[src/rtl/stopwatch_ctrl_if.sv]
// Stopwatch control bundle: tick/button/switch inputs
// toward the controller, BCD digits and status back out.
interface stopwatch_ctrl_if;
  logic       tick_1hz;
  logic       tick_2hz;
  logic       blink;
  logic       pause_p;
  logic       clear_p;
  logic       adj_sw;
  logic       sel_sw;
  logic [3:0] min_tens;
  logic [3:0] min_ones;
  logic [3:0] sec_tens;
  logic [3:0] sec_ones;
  logic [3:0] blank;
  logic       running;
  logic       adjusting;

  modport master (
    output tick_1hz, tick_2hz, blink,
    output pause_p, clear_p, adj_sw, sel_sw,
    input  min_tens, min_ones, sec_tens, sec_ones,
    input  blank, running, adjusting
  );

  modport slave (
    input  tick_1hz, tick_2hz, blink,
    input  pause_p, clear_p, adj_sw, sel_sw,
    output min_tens, min_ones, sec_tens, sec_ones,
    output blank, running, adjusting
  );
endinterface

[src/rtl/stopwatch_ctrl.sv]
// Stopwatch controller: HOLD/RUN/ADJ sequencing of
// BCD MM:SS registers plus adjust-mode digit blanking.
module stopwatch_ctrl (
  input  logic               clk,
  input  logic               rst_n,
  stopwatch_ctrl_if.slave    sw
);

  typedef enum logic [1:0] {
    HOLD = 2'd0,
    RUN  = 2'd1,
    ADJ  = 2'd2
  } state_t;

  state_t     state;
  logic [7:0] min_q;
  logic [7:0] sec_q;
  logic [3:0] blank_q;
  logic       running_q;
  logic       adjusting_q;

  // adj_sw outranks pause_p outside ADJ
  function automatic state_t nxt(
    input state_t s,
    input logic   adj,
    input logic   pause
  );
    nxt = s;
    unique case (s)
      HOLD: if (adj) nxt = ADJ;
            else if (pause) nxt = RUN;
      RUN:  if (adj) nxt = ADJ;
            else if (pause) nxt = HOLD;
      ADJ:  if (!adj) nxt = HOLD;
      default: nxt = HOLD;
    endcase
  endfunction

  // {tens,ones} BCD, 59 wraps to 00
  function automatic logic [7:0] inc60(
    input logic [7:0] v
  );
    if (v[3:0] == 4'd9) begin
      if (v[7:4] == 4'd5)
        inc60 = 8'h00;
      else
        inc60 = {v[7:4] + 4'd1, 4'd0};
    end else begin
      inc60 = {v[7:4], v[3:0] + 4'd1};
    end
  endfunction

  state_t s_nx;
  assign s_nx = nxt(state, sw.adj_sw, sw.pause_p);

  always_ff @(posedge clk) begin
    if (!rst_n) begin
      state       <= HOLD;
      min_q       <= 8'h00;
      sec_q       <= 8'h00;
      blank_q     <= 4'b0000;
      running_q   <= 1'b0;
      adjusting_q <= 1'b0;
    end else begin
      state       <= s_nx;
      running_q   <= (s_nx == RUN);
      adjusting_q <= (s_nx == ADJ);
      if (s_nx == ADJ)
        blank_q <= sw.sel_sw ?
          {2'b00, {2{sw.blink}}} :
          {{2{sw.blink}}, 2'b00};
      else
        blank_q <= 4'b0000;

      // tick decisions use the state before this edge
      if (sw.clear_p) begin
        min_q <= 8'h00;
        sec_q <= 8'h00;
      end else if (state == RUN && sw.tick_1hz) begin
        sec_q <= inc60(sec_q);
        if (sec_q == 8'h59)
          min_q <= inc60(min_q);
      end else if (state == ADJ && sw.tick_2hz) begin
        if (sw.sel_sw)
          sec_q <= inc60(sec_q);
        else
          min_q <= inc60(min_q);
      end
    end
  end

  assign sw.min_tens  = min_q[7:4];
  assign sw.min_ones  = min_q[3:0];
  assign sw.sec_tens  = sec_q[7:4];
  assign sw.sec_ones  = sec_q[3:0];
  assign sw.blank     = blank_q;
  assign sw.running   = running_q;
  assign sw.adjusting = adjusting_q;

endmodule

[src/flat_wrapper.sv]
// flat-port wrapper written by rule: the top's interface ports become plain ports
module stopwatch_ctrl_flat 
  (clk, rst_n, sw_tick_1hz, sw_tick_2hz, sw_blink, sw_pause_p, sw_clear_p, sw_adj_sw, sw_sel_sw, sw_min_tens, sw_min_ones, sw_sec_tens, sw_sec_ones, sw_blank, sw_running, sw_adjusting);
  stopwatch_ctrl_if sw_i ();
  input  logic clk;
  input  logic rst_n;
  input wire logic [$bits(sw_i.tick_1hz)-1:0] sw_tick_1hz;
  input wire logic [$bits(sw_i.tick_2hz)-1:0] sw_tick_2hz;
  input wire logic [$bits(sw_i.blink)-1:0] sw_blink;
  input wire logic [$bits(sw_i.pause_p)-1:0] sw_pause_p;
  input wire logic [$bits(sw_i.clear_p)-1:0] sw_clear_p;
  input wire logic [$bits(sw_i.adj_sw)-1:0] sw_adj_sw;
  input wire logic [$bits(sw_i.sel_sw)-1:0] sw_sel_sw;
  output wire logic [$bits(sw_i.min_tens)-1:0] sw_min_tens;
  output wire logic [$bits(sw_i.min_ones)-1:0] sw_min_ones;
  output wire logic [$bits(sw_i.sec_tens)-1:0] sw_sec_tens;
  output wire logic [$bits(sw_i.sec_ones)-1:0] sw_sec_ones;
  output wire logic [$bits(sw_i.blank)-1:0] sw_blank;
  output wire logic [$bits(sw_i.running)-1:0] sw_running;
  output wire logic [$bits(sw_i.adjusting)-1:0] sw_adjusting;
  assign sw_i.tick_1hz = sw_tick_1hz;
  assign sw_i.tick_2hz = sw_tick_2hz;
  assign sw_i.blink = sw_blink;
  assign sw_i.pause_p = sw_pause_p;
  assign sw_i.clear_p = sw_clear_p;
  assign sw_i.adj_sw = sw_adj_sw;
  assign sw_i.sel_sw = sw_sel_sw;
  assign sw_min_tens = sw_i.min_tens;
  assign sw_min_ones = sw_i.min_ones;
  assign sw_sec_tens = sw_i.sec_tens;
  assign sw_sec_ones = sw_i.sec_ones;
  assign sw_blank = sw_i.blank;
  assign sw_running = sw_i.running;
  assign sw_adjusting = sw_i.adjusting;
  stopwatch_ctrl u_core (.clk(clk), .rst_n(rst_n), .sw(sw_i));
endmodule
[config.mk]
export PLATFORM = sky130hd
export DESIGN_NAME = stopwatch_ctrl_flat
export DESIGN_NICKNAME = d
export VERILOG_FILES = /design/src/rtl/stopwatch_ctrl_if.sv /design/src/rtl/stopwatch_ctrl.sv /design/src/flat_wrapper.sv
export SDC_FILE = /design/constraint.sdc
export NUM_CORES = 1
export LEC_CHECK = 0
export ABC_AREA = 1
export ABC_CLOCK_PERIOD_IN_PS = 2800
export CAP_MARGIN = 30
export CORE_MARGIN = 1
export CORE_UTILIZATION = 35
export CTS_BUF_LIST = sky130_fd_sc_hd__clkbuf_8
export CTS_CLUSTER_SIZE = 20
export DETAILED_ROUTE_END_ITERATION = 16
export PLACE_DENSITY = 0.64
export RECOVER_POWER = 25
export SKIP_LAST_GASP = 1
export SLEW_MARGIN = 20
export SYNTH_ARGS = -nofsm -noshare
export SYNTH_HDL_FRONTEND = slang
export SYNTH_SLANG_ARGS = --single-unit
[constraint.sdc]
create_clock -name clk -period 2.8 [get_ports clk]
set_input_delay 0.28 -clock clk [delete_from_list [all_inputs] [get_ports clk]]
set_output_delay 0.28 -clock clk [all_outputs]
set_load 0.02 [all_outputs]
==> results.yml, run 1 <==
power:
  ir_drop_uv: 307
  p_leak_nw: 0.563
  power.total_mw: 0.667
  p_per_area_mw_per_mm2: 439
setup_path:
  cp-endpoint: "u_core.sec_q[0]"
  path_max_fanout: 10
  arrival_ps: 1930
  rr_worst_depth: 7
  worstPathRequired_ps: 2940
  crit_start: "rst_n"
  r2r_end: "u_core.min_q[7]"
  start_kind: "input pin"
  rrSetupSlack_ps: 1380
  critPathKind: "input pin to flop"
  r2r_start: "u_core.min_q[0]"
  end_kind: "flop"
place:
  place_hpwl_mm: 1.81
  globalplace.congestion: 0.793
  dp_slack_ps: 1110
  io_buffers: 30
global_routing:
  grt_pass1_wl_mm: 4.35
  grt_max_degree: 14
  grt_usage: 0.160
  antenna_found_initial: 0
  grt-ovfl-total: 0
  grt_pass1_vias: 1091
synthesis:
  yosys.area.top_type: "dfxtp_1"
  syn-instance-count: 160
  ys_warn_count: 0
  synthTopCellsByArea: "dfxtp_1, nand2_1, a21oi_1"
  netlist_area_mm2: 0.00113
  synth_top_area_frac: 0.389
  synthDistinctLibCells: 25
  yosysSeqAreaShare: 0.389
  synth_nets: 169
  synth-seq-cells: 22
  avgSynthCellArea_um2: 7.08
cts:
  cts_hold_repair.buffers: 0
  cts_buffers: 3
  clockBufferDepth: 2
  insertion_delay_ps: 260
  clkSinkCount: 22
  cts-resized-gates: 0
  cts_setup_buffers: 0
  htreeDepth: 1
  clk_pin_slew_ps: 80
  cts_tree: "built"
  cts_root_buf: "clkbuf_8"
sta:
  rsz0062_at_grt: "false"
  hold_violations: 0
  final.setup.tns_ps: 0
  slew_viol_final: 0
  hold_ws_ps: 501
  fmax_mhz: 561
  setup_viol: 0
  max_slew_margin: 0.589
  fin_skew_ps: 3.93
  fin_crit_sh: 0.637
  tightest_slew_ps: 617
  post-route-min-period_ps: 1780
  setup_ws_ps: 1020
cells_and_area:
  seq_area_um2: 440
  n_antenna_cell: 0
  drive_above_1_share: 0.0794
  multiInputGateArea_um2: 569
  layout_commonest_cell: "nand2_1"
  nNetsFinal: 199
  area_growth_pct: 34.3
  mostFrequentLayoutCells: "nand2_1, clkdlybuf4s50_1, dfxtp_1"
  n_fill_cell: 313
route:
  wl_per_cell_um: 10.2
  wl_mm: 2.37
  vias: 1103
  dr.pass1.iters: 4
  drc: 0
  ant_nets: 0
  drtIter0Drc: 22
  drt-vias-per-instance: 4.73
worst_hold_path:
  hp-class: "flop to flop"
status:
  status: "finished clean"
die:
  core-area_mm2: 0.00305
  fp.dieH_um: 58.9
  start_util: 0.371
  die_w_um: 58.9
  io_pins: 31
  rows: 20
  dieArea_mm2: 0.00347
run:
  cap_violations: 0
-- stage by stage --
stage / cells / area (µm²) / util
after floorplan: 160 / 1130 / -
after global placement: 229 / 1450 / 0.475
after detailed placement: 229 / 1450 / 0.475
after CTS: 233 / 1520 / 0.498
after global routing: 233 / 1520 / 0.498
final: 233 / 1520 / 0.498
-- power by group --
group          leakage [nW]  switching, mW  internal (mW)
combinational         0.349         0.0251         0.0223
clock                0.0357          0.106          0.191
sequential            0.178        0.00541          0.317
total                 0.563          0.137          0.530
-- cell usage after synthesis, drive strengths merged --
cell type and instances:
a21oi 15, xnor2 3, buf 5, inv 21, a211oi 1, nor4 3, dfxtp 22, o21bai 1
nor2 14, nand3 17, clkinv 1, nand2 43, or2 1, nand3b 2, nand4 4, o21ai 7
-- state kept, by name, indices dropped and copies added (netlist names) --
| name | cells |
|---|---|
| u_core.sw.adjusting | 1 |
| u_core.min_q | 8 |
| u_core.sec_q | 8 |
| u_core.state | 2 |
| u_core.sw.running | 1 |
| u_core.sw.blank | 2 |
-- routing by layer --
metal,up-vias,track usage,wire (µm)
li1,577,-,-
met1,500,0.196,1100
met2,24,0.278,1160
met3,2,0.0418,101
met4,0,0.0442,13
met5,-,0,0
-- cells by family (layout without fill, tap and decap cells) --
kind of cell / Yosys count / after routing / synth area share
AND/OR/NAND/NOR: 84 / 84 / 0.369
buffers and inverters: 27 / 56 / 0.108
AO/OA/AOI/OAI: 24 / 24 / 0.110
flip-flops: 22 / 22 / 0.389
XOR/XNOR: 3 / 3 / 0.0232
-- worst max-delay path, stage by stage --
cell and delay (ps):
dlygate4sd3_1 560, inv_1 90, or2_0 500, inv_1 300, o21ai_0 150, a21oi_1 50
-- layout make-up --
class | count | share of cell area
Clock buffer | 3 | 0.0272
Clock inverter | 1 | 0.0198
Inverter | 22 | 0.0551
Multi-Input combinational cell | 111 | 0.374
Sequential cell | 22 | 0.290
Tap cell | 44 | 0.0362
Timing Repair Buffer | 30 | 0.198
-- worst min-delay path by stage --
stage | from | end | slack, ps | cells past startpoint
after global placement | u_core.min_q[1] | u_core.min_q[1] | 490 | 2
after CTS | u_core.min_q[1] | u_core.min_q[1] | 510 | 2
after global routing | u_core.min_q[1] | u_core.min_q[1] | 540 | 2
after floorplan | sw_sel_sw | u_core.sw.blank[2] | 350 | 1
after detailed placement | u_core.min_q[1] | u_core.min_q[1] | 490 | 2
final | u_core.min_q[1] | u_core.min_q[1] | 500 | 2
Power figures use the tool's default switching activity.
==> run 2, diff against run 1 <==
--- a/config.mk
+++ b/config.mk
@@ -6,7 +6,7 @@
 export NUM_CORES = 1
 export LEC_CHECK = 0
 export ABC_AREA = 1
-export ABC_CLOCK_PERIOD_IN_PS = 2800
+export ABC_CLOCK_PERIOD_IN_PS = 1800
 export CAP_MARGIN = 30
 export CORE_MARGIN = 1
 export CORE_UTILIZATION = 35
==> constraint.sdc (replaced) <==
create_clock -name clk -period 1.8 [get_ports clk]
set_input_delay 0.18 -clock clk [delete_from_list [all_inputs] [get_ports clk]]
set_output_delay 0.18 -clock clk [all_outputs]
set_load 0.02 [all_outputs]
==> results.yml, run 2 (synthesis gave the netlist of run 1 again) <==
cells_and_area:
  drive_above_1_share: 0.0741
  layout_commonest_cell: "nand2_1"
  utilization: 0.493
  area_growth_pct: 33.0
  mostFrequentLayoutCells: "nand2_1, clkdlybuf4s50_1, dfxtp_1"
  nNetsFinal: 199
  reg.largest.list: "u_core.min_q (8), u_core.sec_q (8)"
  stdcell_count: 233
  n_antenna_cell: 0
cts:
  insertion_delay_ps: 260
  htreeDepth: 1
  cts-resized-gates: 0
  cts_buffers: 3
  cts_hold_repair.buffers: 0
  clkSinkCount: 22
  clk_pin_slew_ps: 90
  cts_tree: "built"
  cts_setup_buffers: 0
  clockBufferDepth: 2
  cts_root_buf: "clkbuf_8"
die:
  die_w_um: 58.9
  io_pins: 31
  rows: 20
  start_util: 0.371
  dieArea_mm2: 0.00347
  fp.dieH_um: 58.9
  core-area_mm2: 0.00305
place:
  globalplace.congestion: 0.793
  dp_slack_ps: 214
  dp_cells: 229
  io_buffers: 30
  place_hpwl_mm: 1.84
power:
  p_int_mw: 0.824
  power_frac_clock: 0.448
  seq_power_share: 0.482
  p_per_area_mw_per_mm2: 690
  ir_drop_uv: 464
  p_comb_frac: 0.070
  power_switching_mw: 0.215
  swShare: 0.207
  p_leak_nw: 0.558
setup_path:
  slowest_delay_ps: 660
  critPathKind: "flop to primary output"
  critical-path-top-delay-family: "buffers and inverters"
  arrival_ps: 1400
  slowest_stage: "clkdlybuf4s50_1"
  rrSetupSlack_ps: 340
  crit_buf_inv: 1
  path_max_fanout: 8
  start_kind: "flop"
  path_cells: "clkdlybuf4s50_1"
  worstPathRequired_ps: 1620
  end_kind: "primary output"
sta:
  setup_viol: 0
  final.setup.tns_ps: 0
  setup_ws_ps: 225
  slew_viol_final: 0
  fmax_mhz: 635
  rsz0062_at_grt: "false"
  hold_violations: 0
  fin_skew_ps: 3.99
  post-route-min-period_ps: 1580
  max_slew_margin: 0.566
  tightest_slew_ps: 651
  fin_crit_sh: 0.875
status:
  status: "finished clean"
route:
  drtIter0Drc: 23
  vias: 1105
  wl_mm: 2.47
  drt-vias-per-instance: 4.74
  wl_per_cell_um: 10.6
  drc: 0
  dr.pass1.iters: 4
  ant_nets: 0
worst_hold_path:
  hp-class: "input pin to flop"
global_routing:
  grt_usage: 0.158
  grt-ovfl-total: 0
  antenna_found_initial: 0
  grt_pass1_vias: 1073
  grt_pass1_wl_mm: 4.28
  grt_max_degree: 14
run:
  cap_violations: 0
[run 2: cell counts in the layout (fill, tap and decap cells not counted)]
No cell type changed its count.
[run 2: area by class of cell]
cell class / count / area (µm²)
Tap cell: 44 / 55.1
Sequential cell: 22 / 440
Clock inverter: 1 / 30.0
Multi-Input combinational cell: 111 / 556
Inverter: 22 / 83.8
Timing Repair Buffer: 30 / 300
Clock buffer: 3 / 41.3
Fill cell: 324 / 1550
[run 2: path summary, 6_finish.rpt]
check | startpoint | endpoint | depth (start not counted)
worst min-delay path | sw_blink | u_core.sw.blank[0] | 3
worst max register to register | u_core.state[1] | u_core.sec_q[5] | 6
worst max-delay path | u_core.sec_q[0] | sw_sec_ones[0] | 1
worst min register to register | u_core.min_q[1] | u_core.min_q[1] | 2
[run 2: metrics by stage]
stage | power [mW] | instance area, µm² | hold slack, ps
CTS | 1.05 | 1520 | 475
floorplan | 0.554 | 1130 | 252
finish | 1.04 | 1510 | 471
global route | 1.07 | 1510 | 494
detailed placement | 0.589 | 1450 | 495
global placement | 0.587 | 1450 | 493
[run 2: routing by layer]
metal	global-route usage	vias up	wire length, µm
met3	0.0418	4	76
met1	0.196	502	1190
met5	0	-	0
li1	-	579	-
met2	0.268	20	1180
met4	0.0476	0	27
[run 2: worst register-to-register path: cells and delay by family (launching register included)]
family,cells,cell delay (ps)
flops,1,480
simple gates,5,830
compound gates,1,90
[run 2: power by group through the flow]
stage / sequential, mW / combinational, mW / clock [mW]
final: 0.502 / 0.0725 / 0.466
after global routing: 0.503 / 0.0798 / 0.487
after CTS: 0.502 / 0.0762 / 0.472
after detailed placement: 0.513 / 0.0757 / 0
after global placement: 0.513 / 0.0744 / 0
after floorplan: 0.516 / 0.0381 / 0
